### src/rtl/vending_pkg.sv
// Shared types and constants for the vending machine change-return path.
package vending_pkg;

   typedef enum logic [2:0] {
      ST_IDLE,
      ST_PLAN,
      ST_EJECT_F,
      ST_EJECT_S,
      ST_WAIT,
      ST_DONE,
      ST_FAULT
   } chg_state_t;

   localparam int CHANGE_W = 4;

   localparam logic [CHANGE_W-1:0] FLORIN_VALUE   = CHANGE_W'(2);
   localparam logic [CHANGE_W-1:0] SHILLING_VALUE = CHANGE_W'(1);

endpackage

### src/rtl/coin_inventory.sv
// Saturating coin stock counter for one denomination; a refill and a
// dispense landing in the same cycle cancel out.
module coin_inventory #(
   parameter  int COIN_MAX = 15,
   localparam int CW       = $clog2(COIN_MAX + 1)
) (
   input  logic          clock_50MHz,
   input  logic          sync_Reset_n,
   input  logic          inc_i,
   input  logic          dec_i,
   output logic [CW-1:0] count_o
);

   localparam logic [CW-1:0] MAX_COUNT = CW'(COIN_MAX);

   logic [CW-1:0] count_q;
   logic [CW-1:0] count_d;

   always_comb begin
      count_d = count_q;
      if (inc_i && !dec_i && (count_q < MAX_COUNT)) begin
         count_d = count_q + CW'(1);
      end else if (dec_i && !inc_i && (count_q != '0)) begin
         count_d = count_q - CW'(1);
      end
   end

   always_ff @(posedge clock_50MHz) begin
      if (!sync_Reset_n) begin
         count_q <= '0;
      end else begin
         count_q <= count_d;
      end
   end

   assign count_o = count_q;

endmodule

### src/rtl/change_dispenser_ctrl.sv
// Change-return sequencer: pays out greedy florin-first, one coin per hopper
// handshake, tracks stock, and latches a fault if the hopper stops responding.
module change_dispenser_ctrl
   import vending_pkg::*;
#(
   parameter int PULSE_CYCLES   = 4,
   parameter int TIMEOUT_CYCLES = 1000,
   parameter int COIN_MAX       = 15
) (
   input  logic                             clock_50MHz,
   input  logic                             sync_Reset_n,
   input  logic                             change_req,
   input  logic [CHANGE_W-1:0]              change_amount,
   input  logic                             eject_done,
   input  logic                             refill_florin,
   input  logic                             refill_shilling,
   output logic                             change_ack,
   output logic                             florin_Change,
   output logic                             shilling_Change,
   output logic                             busy,
   output logic                             done,
   output logic                             short_change,
   output logic                             fault,
   output logic [CHANGE_W-1:0]              remaining,
   output logic [$clog2(COIN_MAX+1)-1:0]    florin_count,
   output logic [$clog2(COIN_MAX+1)-1:0]    shilling_count
);

   localparam int PW = (PULSE_CYCLES > 1) ? $clog2(PULSE_CYCLES) : 1;
   localparam int TW = (TIMEOUT_CYCLES > 1) ? $clog2(TIMEOUT_CYCLES) : 1;
   localparam logic [PW-1:0] PULSE_LAST = PW'(PULSE_CYCLES - 1);
   localparam logic [TW-1:0] WAIT_LAST  = TW'(TIMEOUT_CYCLES - 1);

   chg_state_t          state_q;
   logic [CHANGE_W-1:0] remaining_q;
   logic [PW-1:0]       pulseCnt_q;
   logic [TW-1:0]       waitCnt_q;
   logic                coinIsFlorin_q;
   logic                ack_q;
   logic                florinStrobe_q;
   logic                shillingStrobe_q;
   logic                busy_q;
   logic                done_q;
   logic                shortChange_q;
   logic                fault_q;

   logic coinDropped;
   logic decFlorin;
   logic decShilling;

   assign coinDropped = (state_q == ST_WAIT) && eject_done;
   assign decFlorin   = coinDropped && coinIsFlorin_q;
   assign decShilling = coinDropped && !coinIsFlorin_q;

   coin_inventory #(.COIN_MAX(COIN_MAX)) u_florinStock (
      .clock_50MHz  (clock_50MHz),
      .sync_Reset_n (sync_Reset_n),
      .inc_i        (refill_florin),
      .dec_i        (decFlorin),
      .count_o      (florin_count)
   );

   coin_inventory #(.COIN_MAX(COIN_MAX)) u_shillingStock (
      .clock_50MHz  (clock_50MHz),
      .sync_Reset_n (sync_Reset_n),
      .inc_i        (refill_shilling),
      .dec_i        (decShilling),
      .count_o      (shilling_count)
   );

   // PLAN sees stock already updated by the previous coin, so a florin is
   // only chosen when both the amount and the stock allow it.
   always_ff @(posedge clock_50MHz) begin
      if (!sync_Reset_n) begin
         state_q          <= ST_IDLE;
         remaining_q      <= '0;
         pulseCnt_q       <= '0;
         waitCnt_q        <= '0;
         coinIsFlorin_q   <= 1'b0;
         ack_q            <= 1'b0;
         florinStrobe_q   <= 1'b0;
         shillingStrobe_q <= 1'b0;
         busy_q           <= 1'b0;
         done_q           <= 1'b0;
         shortChange_q    <= 1'b0;
         fault_q          <= 1'b0;
      end else begin
         ack_q  <= 1'b0;
         done_q <= 1'b0;
         case (state_q)
            ST_IDLE: begin
               if (change_req) begin
                  state_q       <= ST_PLAN;
                  remaining_q   <= change_amount;
                  ack_q         <= 1'b1;
                  busy_q        <= 1'b1;
                  shortChange_q <= 1'b0;
               end
            end
            ST_PLAN: begin
               if (remaining_q == '0) begin
                  state_q <= ST_DONE;
                  done_q  <= 1'b1;
               end else if ((remaining_q >= FLORIN_VALUE) && (florin_count != '0)) begin
                  state_q        <= ST_EJECT_F;
                  florinStrobe_q <= 1'b1;
                  pulseCnt_q     <= '0;
                  coinIsFlorin_q <= 1'b1;
               end else if (shilling_count != '0) begin
                  state_q          <= ST_EJECT_S;
                  shillingStrobe_q <= 1'b1;
                  pulseCnt_q       <= '0;
                  coinIsFlorin_q   <= 1'b0;
               end else begin
                  state_q       <= ST_DONE;
                  done_q        <= 1'b1;
                  shortChange_q <= 1'b1;
               end
            end
            ST_EJECT_F, ST_EJECT_S: begin
               if (pulseCnt_q == PULSE_LAST) begin
                  florinStrobe_q   <= 1'b0;
                  shillingStrobe_q <= 1'b0;
                  waitCnt_q        <= '0;
                  state_q          <= ST_WAIT;
               end else begin
                  pulseCnt_q <= pulseCnt_q + PW'(1);
               end
            end
            ST_WAIT: begin
               if (eject_done) begin
                  remaining_q <= remaining_q - (coinIsFlorin_q ? FLORIN_VALUE : SHILLING_VALUE);
                  state_q     <= ST_PLAN;
               end else if (waitCnt_q == WAIT_LAST) begin
                  fault_q <= 1'b1;
                  state_q <= ST_FAULT;
               end else begin
                  waitCnt_q <= waitCnt_q + TW'(1);
               end
            end
            ST_DONE: begin
               busy_q  <= 1'b0;
               state_q <= ST_IDLE;
            end
            ST_FAULT: begin
               state_q <= ST_FAULT;
            end
            default: begin
               busy_q  <= 1'b0;
               state_q <= ST_IDLE;
            end
         endcase
      end
   end

   assign change_ack      = ack_q;
   assign florin_Change   = florinStrobe_q;
   assign shilling_Change = shillingStrobe_q;
   assign busy            = busy_q;
   assign done            = done_q;
   assign short_change    = shortChange_q;
   assign fault           = fault_q;
   assign remaining       = remaining_q;

endmodule

### config.mk
export PLATFORM = sky130hd
export DESIGN_NAME = change_dispenser_ctrl
export DESIGN_NICKNAME = d
export VERILOG_FILES = /design/src/rtl/vending_pkg.sv /design/src/rtl/coin_inventory.sv /design/src/rtl/change_dispenser_ctrl.sv
export SDC_FILE = /design/constraint.sdc
export NUM_CORES = 1
export LEC_CHECK = 0
export ABC_AREA = 1
export CORE_MARGIN = 2
export CORE_UTILIZATION = 55
export CTS_CLUSTER_SIZE = 14
export DETAILED_ROUTE_END_ITERATION = 16
export PLACE_DENSITY = 0.87
export SLEW_MARGIN = 20
export SYNTH_ARGS = -nofsm -noshare
export SYNTH_HDL_FRONTEND = slang
export SYNTH_SLANG_ARGS = --single-unit
### constraint.sdc
create_clock -name clock_50MHz -period 2.3 [get_ports clock_50MHz]
set_input_delay 0.345 -clock clock_50MHz [delete_from_list [all_inputs] [get_ports clock_50MHz]]
set_output_delay 0.345 -clock clock_50MHz [all_outputs]
set_load 0.01 [all_outputs]
==> flow_metrics.env, run 1 <==
export IMPL_path_max_fanout=4
export IMPL_p_int_mw=1.67
export IMPL_syn_area_um2=2160
export IMPL_relSlewSlack_pct=69.7
export IMPL_yosysMostFrequentCell="nand2_1"
export IMPL_grt_max_degree=16
export IMPL_diodes=0
export IMPL_maxCapViolations=0
export IMPL_fp_dieW_um=66.7
export IMPL_drv_slew=0
export IMPL_grt_pass1_wl_mm=7.94
export IMPL_synth_avg_cell_area_um2=6.51
export IMPL_holdPathStages=2
export IMPL_route_antenna_remaining_nets=0
export IMPL_post_cts_buffers=0
export IMPL_die_h_um=66.7
export IMPL_grt_pass1_vias=1833
export IMPL_finalWorstSetupSlack_ns=0.245
export IMPL_syn_num_nets=353
export IMPL_outcome="complete, no violations"
export IMPL_end_kind="flip-flop"
export IMPL_clk_pin_slew_ns=0.08
export IMPL_ys_top_cells_by_area="dfxtp_1 (32%), nand2_1 (15%), nor2_1 (7.6%)"
export IMPL_vias_per_cell=5.19
export IMPL_setup_violations=0
export IMPL_wirelength_mm=4.95
export IMPL_holdWs_ns=0.454
export IMPL_drive_above_1_share_pct=9.49
export IMPL_synth_ff_type="dfxtp_1"
export IMPL_dp_hpwl_mm=3.51
export IMPL_cts_resized=0
export IMPL_preCtsSetupSlack_ns=-0.0136
export IMPL_ys_seq_elements=35
export IMPL_ios=29
export IMPL_gp_routability_congestion=0.879
export IMPL_remaining_drc_errors=0
export IMPL_dr_total_vias=2164
export IMPL_power_density_nw_per_um2=1050
export IMPL_instances_no_fill=417
export IMPL_numCtsBuffers=5
export IMPL_power_total_mw=2.79
export IMPL_setup_tns_ns=0
export IMPL_gr_total_overflow=0
export IMPL_ff2ff_path_depth=13
export IMPL_rows=22
export IMPL_pwr_share_seq_pct=31.3
export IMPL_die_area_um2=4450
export IMPL_core_um2=3720
export IMPL_rsz0062_at_grt="false"
export IMPL_clock_latency_ns=0.30
export IMPL_wl_per_cell_um=11.9
export IMPL_ys_warn_count=0
export IMPL_area_growth_pct=22.9
export IMPL_dr_pass1_iters=4
export IMPL_synth_top_area_share_pct=32.4
export IMPL_p_switching_mw=1.12
export IMPL_ctsHoldBuffers=0
export IMPL_crit_type="input port to flip-flop"
export IMPL_p_leak_nw=1.15
export IMPL_synth_largest_area_cell="dfxtp_1"
export IMPL_period_needed_ns=2.06
export IMPL_hold_viol=0
export IMPL_syn_inst=332
export IMPL_cts_max_level=2
export IMPL_cp_start_kind="input port"
export IMPL_synth_edff_count=0
export IMPL_clock_power_share_pct=24.1
export IMPL_swShare_pct=40.2
export IMPL_fin_skew_ns=0.00878
export IMPL_numPortBuffers=28
export IMPL_max_clock_freq_mhz=487
export IMPL_synth_cell_types=28
export IMPL_final_area_um2=2660
export IMPL_ir_worst_vdd_mv=0.600
export IMPL_cts_root_buf="clkbuf_8"
export IMPL_clockBufferDepth=2
export IMPL_worst_pin_slew_ns=0.453
export IMPL_drtIter0Drc=156
export IMPL_combPwrFrac_pct=44.6
export IMPL_r2r_slack_ns=0.37
export IMPL_cts_tree="done"
export IMPL_post_route_period_util_pct=89.4
export IMPL_antenna_found_initial=0
export IMPL_synth_top_cells_by_count="nand2_1 (85), nor2_1 (44), inv_1 (41), dfxtp_1 (35), nand3_1 (30)"
export IMPL_synthArstFlopShare_pct=0
export IMPL_track_usage_pct=24.0
export IMPL_dp_cells=409
export IMPL_worstPathArrival_ns=2.25
export IMPL_required_ns=2.49
export IMPL_post_route_util_pct=71.4
export IMPL_start_util_pct=58.1
export IMPL_cts_sinks=35
export IMPL_final_nets=389
export IMPL_yosysSeqAreaShare_pct=32.4
export IMPL_hp_class="flip-flop to flip-flop"
export IMPL_dpl_instance_area_um2=2520
## worst paths after layout
kind / from / to
worst max-delay path: eject_done / u_shillingStock.count_o[3]$_SDFFE_PN0P_
worst min-delay path: florin_Change$_SDFFE_PN0P_ / florin_Change$_SDFFE_PN0P_
worst max register to register: state_q[2]$_SDFFE_PN0P_ / u_shillingStock.count_o[3]$_SDFFE_PN0P_
worst min register to register: florin_Change$_SDFFE_PN0P_ / florin_Change$_SDFFE_PN0P_
## layout make-up
cell class,count,area [um^2]
fillers,308,1060
clock inverters,2,60.1
flip-flops and latches,35,701
well taps,48,60.1
repair buffers,35,333
clock buffers,6,72.6
multi-input cells,246,1260
inverters,45,169
## routing by layer
layer	wire length (um)	part of all wire, %	track usage [%]
met3	320	6.5	4.73
met4	98	2.0	13.0
met5	0	0	0
met1	2110	43	27.4
met2	2420	49	41.8
## layout by cell type (no fill, tap or decap), types with 8 or more instances in the layout
cell type	count
nand2_2	8
nor2_1	44
dfxtp_1	35
nand3_1	30
ha_1	8
clkdlybuf4s50_1	28
a21oi_1	29
inv_1	41
o21ai_0	9
nand2_1	85
## worst max-delay path, stage by stage
cell,delay [ns]
clkdlybuf4s50_1,0.48
inv_1,0.06
nor2_2,0.18
nand3_1,0.14
nand2_2,0.13
ha_1,0.27
nand2_1,0.07
nand2_1,0.04
nor2_1,0.13
nand3_1,0.11
nand3_1,0.11
nand2_1,0.07
inv_1,0.08
nor2_1,0.04
## cell families after synthesis
logic type | Yosys count | share of synthesized area (%)
and+or+nand+nor | 181 | 36.9
buffers and inverters | 51 | 9.26
DFF | 35 | 32.4
xor gates and xnor gates | 5 | 2.03
adders and majority gates | 11 | 7.41
AOI/OAI and AO/OA | 49 | 12.0
## power by group through the flow
stage / clock, mW / sequential, mW / combinational [mW]
detailed placement: 0 / 0.888 / 1.22
finish: 0.672 / 0.875 / 1.25
CTS: 0.680 / 0.874 / 1.24
floorplan: 0 / 0.907 / 0.815
global placement: 0 / 0.885 / 1.19
global route: 0.709 / 0.897 / 1.39
## state kept, by name, summed over array words and instances, names as in the netlist, 2 cells and up
| signal | flops |
|---|---|
| u_shillingStock.count_o | 4 |
| remaining | 4 |
| state_q | 3 |
| pulseCnt_q | 2 |
| u_florinStock.count_o | 4 |
| waitCnt_q | 10 |
No activity file was read; power rests on OpenSTA's default activity.
==> inputs of run 2 (changes only) <==
--- a/config.mk
+++ b/config.mk
@@ -6,11 +6,11 @@
 export NUM_CORES = 1
 export LEC_CHECK = 0
 export ABC_AREA = 1
-export CORE_MARGIN = 2
-export CORE_UTILIZATION = 55
+export ABC_CLOCK_PERIOD_IN_PS = 2300
+export CORE_UTILIZATION = 36
 export CTS_CLUSTER_SIZE = 14
 export DETAILED_ROUTE_END_ITERATION = 16
-export PLACE_DENSITY = 0.87
+export PLACE_DENSITY = 0.63
 export SLEW_MARGIN = 20
 export SYNTH_ARGS = -nofsm -noshare
 export SYNTH_HDL_FRONTEND = slang
==> flow_metrics.env, run 2 (synthesized netlist as in run 1, its figures left out) <==
export IMPL_wirelength_mm=5.00
export IMPL_nFillCells=588
export IMPL_setup_violations=0
export IMPL_area_growth_pct=23.6
export IMPL_fin_skew_ns=0.00821
export IMPL_maxCapViolations=0
export IMPL_min_from="short_change$_SDFFE_PN0P_"
export IMPL_die_area_um2=6320
export IMPL_regMostFlops="waitCnt_q"
export IMPL_p_leak_nw=1.14
export IMPL_worst_pin_slew_ns=0.369
export IMPL_grt_pass1_wl_mm=8.71
export IMPL_drive_above_1_share_pct=9.76
export IMPL_numPortBuffers=28
export IMPL_grt_pass1_vias=1994
export IMPL_start_util_pct=38.3
export IMPL_relSlewSlack_pct=75.4
export IMPL_numCtsBuffers=5
export IMPL_remaining_drc_errors=0
export IMPL_crit_family="simple AND/OR/NAND/NOR gates"
export IMPL_ff2ff_path_depth=14
export IMPL_vias_per_cell=4.77
export IMPL_rr_startpoint="state_q[2]$_SDFFE_PN0P_"
export IMPL_wl_per_cell_um=11.3
export IMPL_cts_sinks=35
export IMPL_dr_total_vias=2105
export IMPL_final_area_um2=2670
export IMPL_cts_max_level=2
export IMPL_cts_root_buf="clkbuf_8"
export IMPL_reg2reg_to="u_shillingStock.count_o[3]$_SDFFE_PN0P_"
export IMPL_max_clock_freq_mhz=498
export IMPL_rows=27
export IMPL_clockBufferDepth=2
export IMPL_required_ns=2.53
export IMPL_path_max_fanout=4
export IMPL_gp_routability_congestion=0.817
export IMPL_path_cells="clkdlybuf4s50_1 -> inv_1 -> nor2_2 -> nand3_1 -> nand2_2 -> ha_1 -> nand2_1 -> nand2_1 -> nor2_1 -> inv_1 -> nand2_1 -> nand3_1 -> nand2_1 -> inv_1 -> nor2_1"
export IMPL_cp_start_kind="input port"
export IMPL_rsz0062_at_grt="false"
export IMPL_critPathSlowestCell="clkdlybuf4s50_1"
export IMPL_antenna_found_initial=0
export IMPL_drv_slew=0
export IMPL_hp_class="flip-flop to flip-flop"
export IMPL_final_nets=389
export IMPL_clk_pin_slew_ns=0.07
export IMPL_worst_path_buf_inv=4
export IMPL_dr_pass1_iters=4
export IMPL_drtIter0Drc=77
export IMPL_fp_dieW_um=79.5
export IMPL_core_um2=5640
export IMPL_mostFrequentLayoutCell="nand2_1"
export IMPL_power_density_nw_per_um2=1000
export IMPL_ctsHoldBuffers=0
export IMPL_end_kind="flip-flop"
export IMPL_gr_total_overflow=0
export IMPL_holdPathStages=2
export IMPL_grt_max_degree=16
export IMPL_mostFrequentLayoutCells="nand2_1 (85), nor2_1 (44), inv_1 (41)"
export IMPL_post_route_util_pct=47.3
export IMPL_outcome="complete, no violations"
export IMPL_cts_resized=0
export IMPL_ir_worst_vdd_mv=0.403
export IMPL_period_needed_ns=2.01
export IMPL_die_h_um=79.5
export IMPL_cp_slowest_stage_delay_ns=0.49
export IMPL_post_cts_buffers=0
export IMPL_path_common_cell="nand2_1"
export IMPL_r2r_slack_ns=0.41
export IMPL_worstPathArrival_ns=2.23
export IMPL_hold_viol=0
export IMPL_cts_tree="done"
export IMPL_route_antenna_remaining_nets=0
export IMPL_diodes=0
export IMPL_clock_latency_ns=0.29
export IMPL_post_route_period_util_pct=87.3
export IMPL_ios=29
export IMPL_setup_tns_ns=0
export IMPL_holdWs_ns=0.446
export IMPL_power_total_mw=2.68
export IMPL_min_to="short_change$_SDFFE_PN0P_"
export IMPL_track_usage_pct=17.6
export IMPL_largest_register_ffs=10
export IMPL_dp_hpwl_mm=3.76
export IMPL_dpl_instance_area_um2=2550
export IMPL_crit_type="input port to flip-flop"
[run 2: cell count changes in the layout (fill, tap and decap cells not counted), sizes merged]
cell and change:
bufinv -1, clkinv +1
[run 2: layout make-up]
cell class	count	area, um^2	share of cell area (%)
multi-input cells	246	1260	47.2
flip-flops and latches	35	701	26.2
repair buffers	35	333	12.5
inverters	45	169	6.33
well taps	72	90.1	3.37
clock buffers	6	82.6	3.09
clock inverters	2	35.0	1.31
[run 2: tightest hold or removal path, delay by kind of cell (launching register included)]
kind / cells / cell delay, ns
flops: 1 / 0.31
buf+inv: 1 / 0.05
compound gates: 1 / 0.05
[run 2: worst max-delay path by stage]
stage | startpoint | end | slack, ns | cells after the start
4_1_cts | eject_done | u_shillingStock.count_o[3]$_SDFFE_PN0P_ | 0.29 | 15
5_1_grt | eject_done | u_shillingStock.count_o[3]$_SDFFE_PN0P_ | 0.09 | 15
3_3_place_gp | eject_done | u_shillingStock.count_o[3]$_SDFFE_PN0P_ | 0.05 | 14
3_5_place_dp | eject_done | u_shillingStock.count_o[3]$_SDFFE_PN0P_ | 0.003 | 15
6_report | eject_done | u_shillingStock.count_o[3]$_SDFFE_PN0P_ | 0.29 | 15
2_1_floorplan | state_q[2]$_SDFFE_PN0P_ | u_florinStock.count_o[3]$_SDFFE_PN0P_ | 0.60 | 13
[run 2: stage by stage]
| step | worst slack [ns] | cells |
|---|---|---|
| after floorplan | 0.596 | 332 |
| after global placement | 0.0499 | 433 |
| after detailed placement | 0.00260 | 433 |
| after CTS | 0.292 | 441 |
| after global routing | 0.0920 | 441 |
| final | 0.292 | 441 |
[run 2: power by group]
part           leakage (nW)  internal (mW)  switching [mW]
clock network        0.0612          0.351           0.229
logic                 0.795          0.496           0.721
registers             0.287          0.736           0.144
[run 2: metal layers]
| layer | track usage [%] | share of wire, % | vias up |
|---|---|---|---|
| met5 | 0 | 0 | - |
| met3 | 3.20 | 2.6 | 11 |
| met4 | 7.45 | 1.6 | 0 |
| met1 | 20.7 | 47 | 943 |
| li1 | - | - | 1128 |
| met2 | 31.0 | 49 | 23 |
==> inputs of run 3 (changes only) <==
--- a/config.mk
+++ b/config.mk
@@ -10,8 +10,8 @@
 export CORE_UTILIZATION = 36
 export CTS_CLUSTER_SIZE = 14
 export DETAILED_ROUTE_END_ITERATION = 16
+export GPL_ROUTABILITY_DRIVEN = 0
 export PLACE_DENSITY = 0.63
-export SLEW_MARGIN = 20
 export SYNTH_ARGS = -nofsm -noshare
 export SYNTH_HDL_FRONTEND = slang
 export SYNTH_SLANG_ARGS = --single-unit
==> results of run 3 <==
The final DEF is identical to that of run 2; final timing and power are the same.
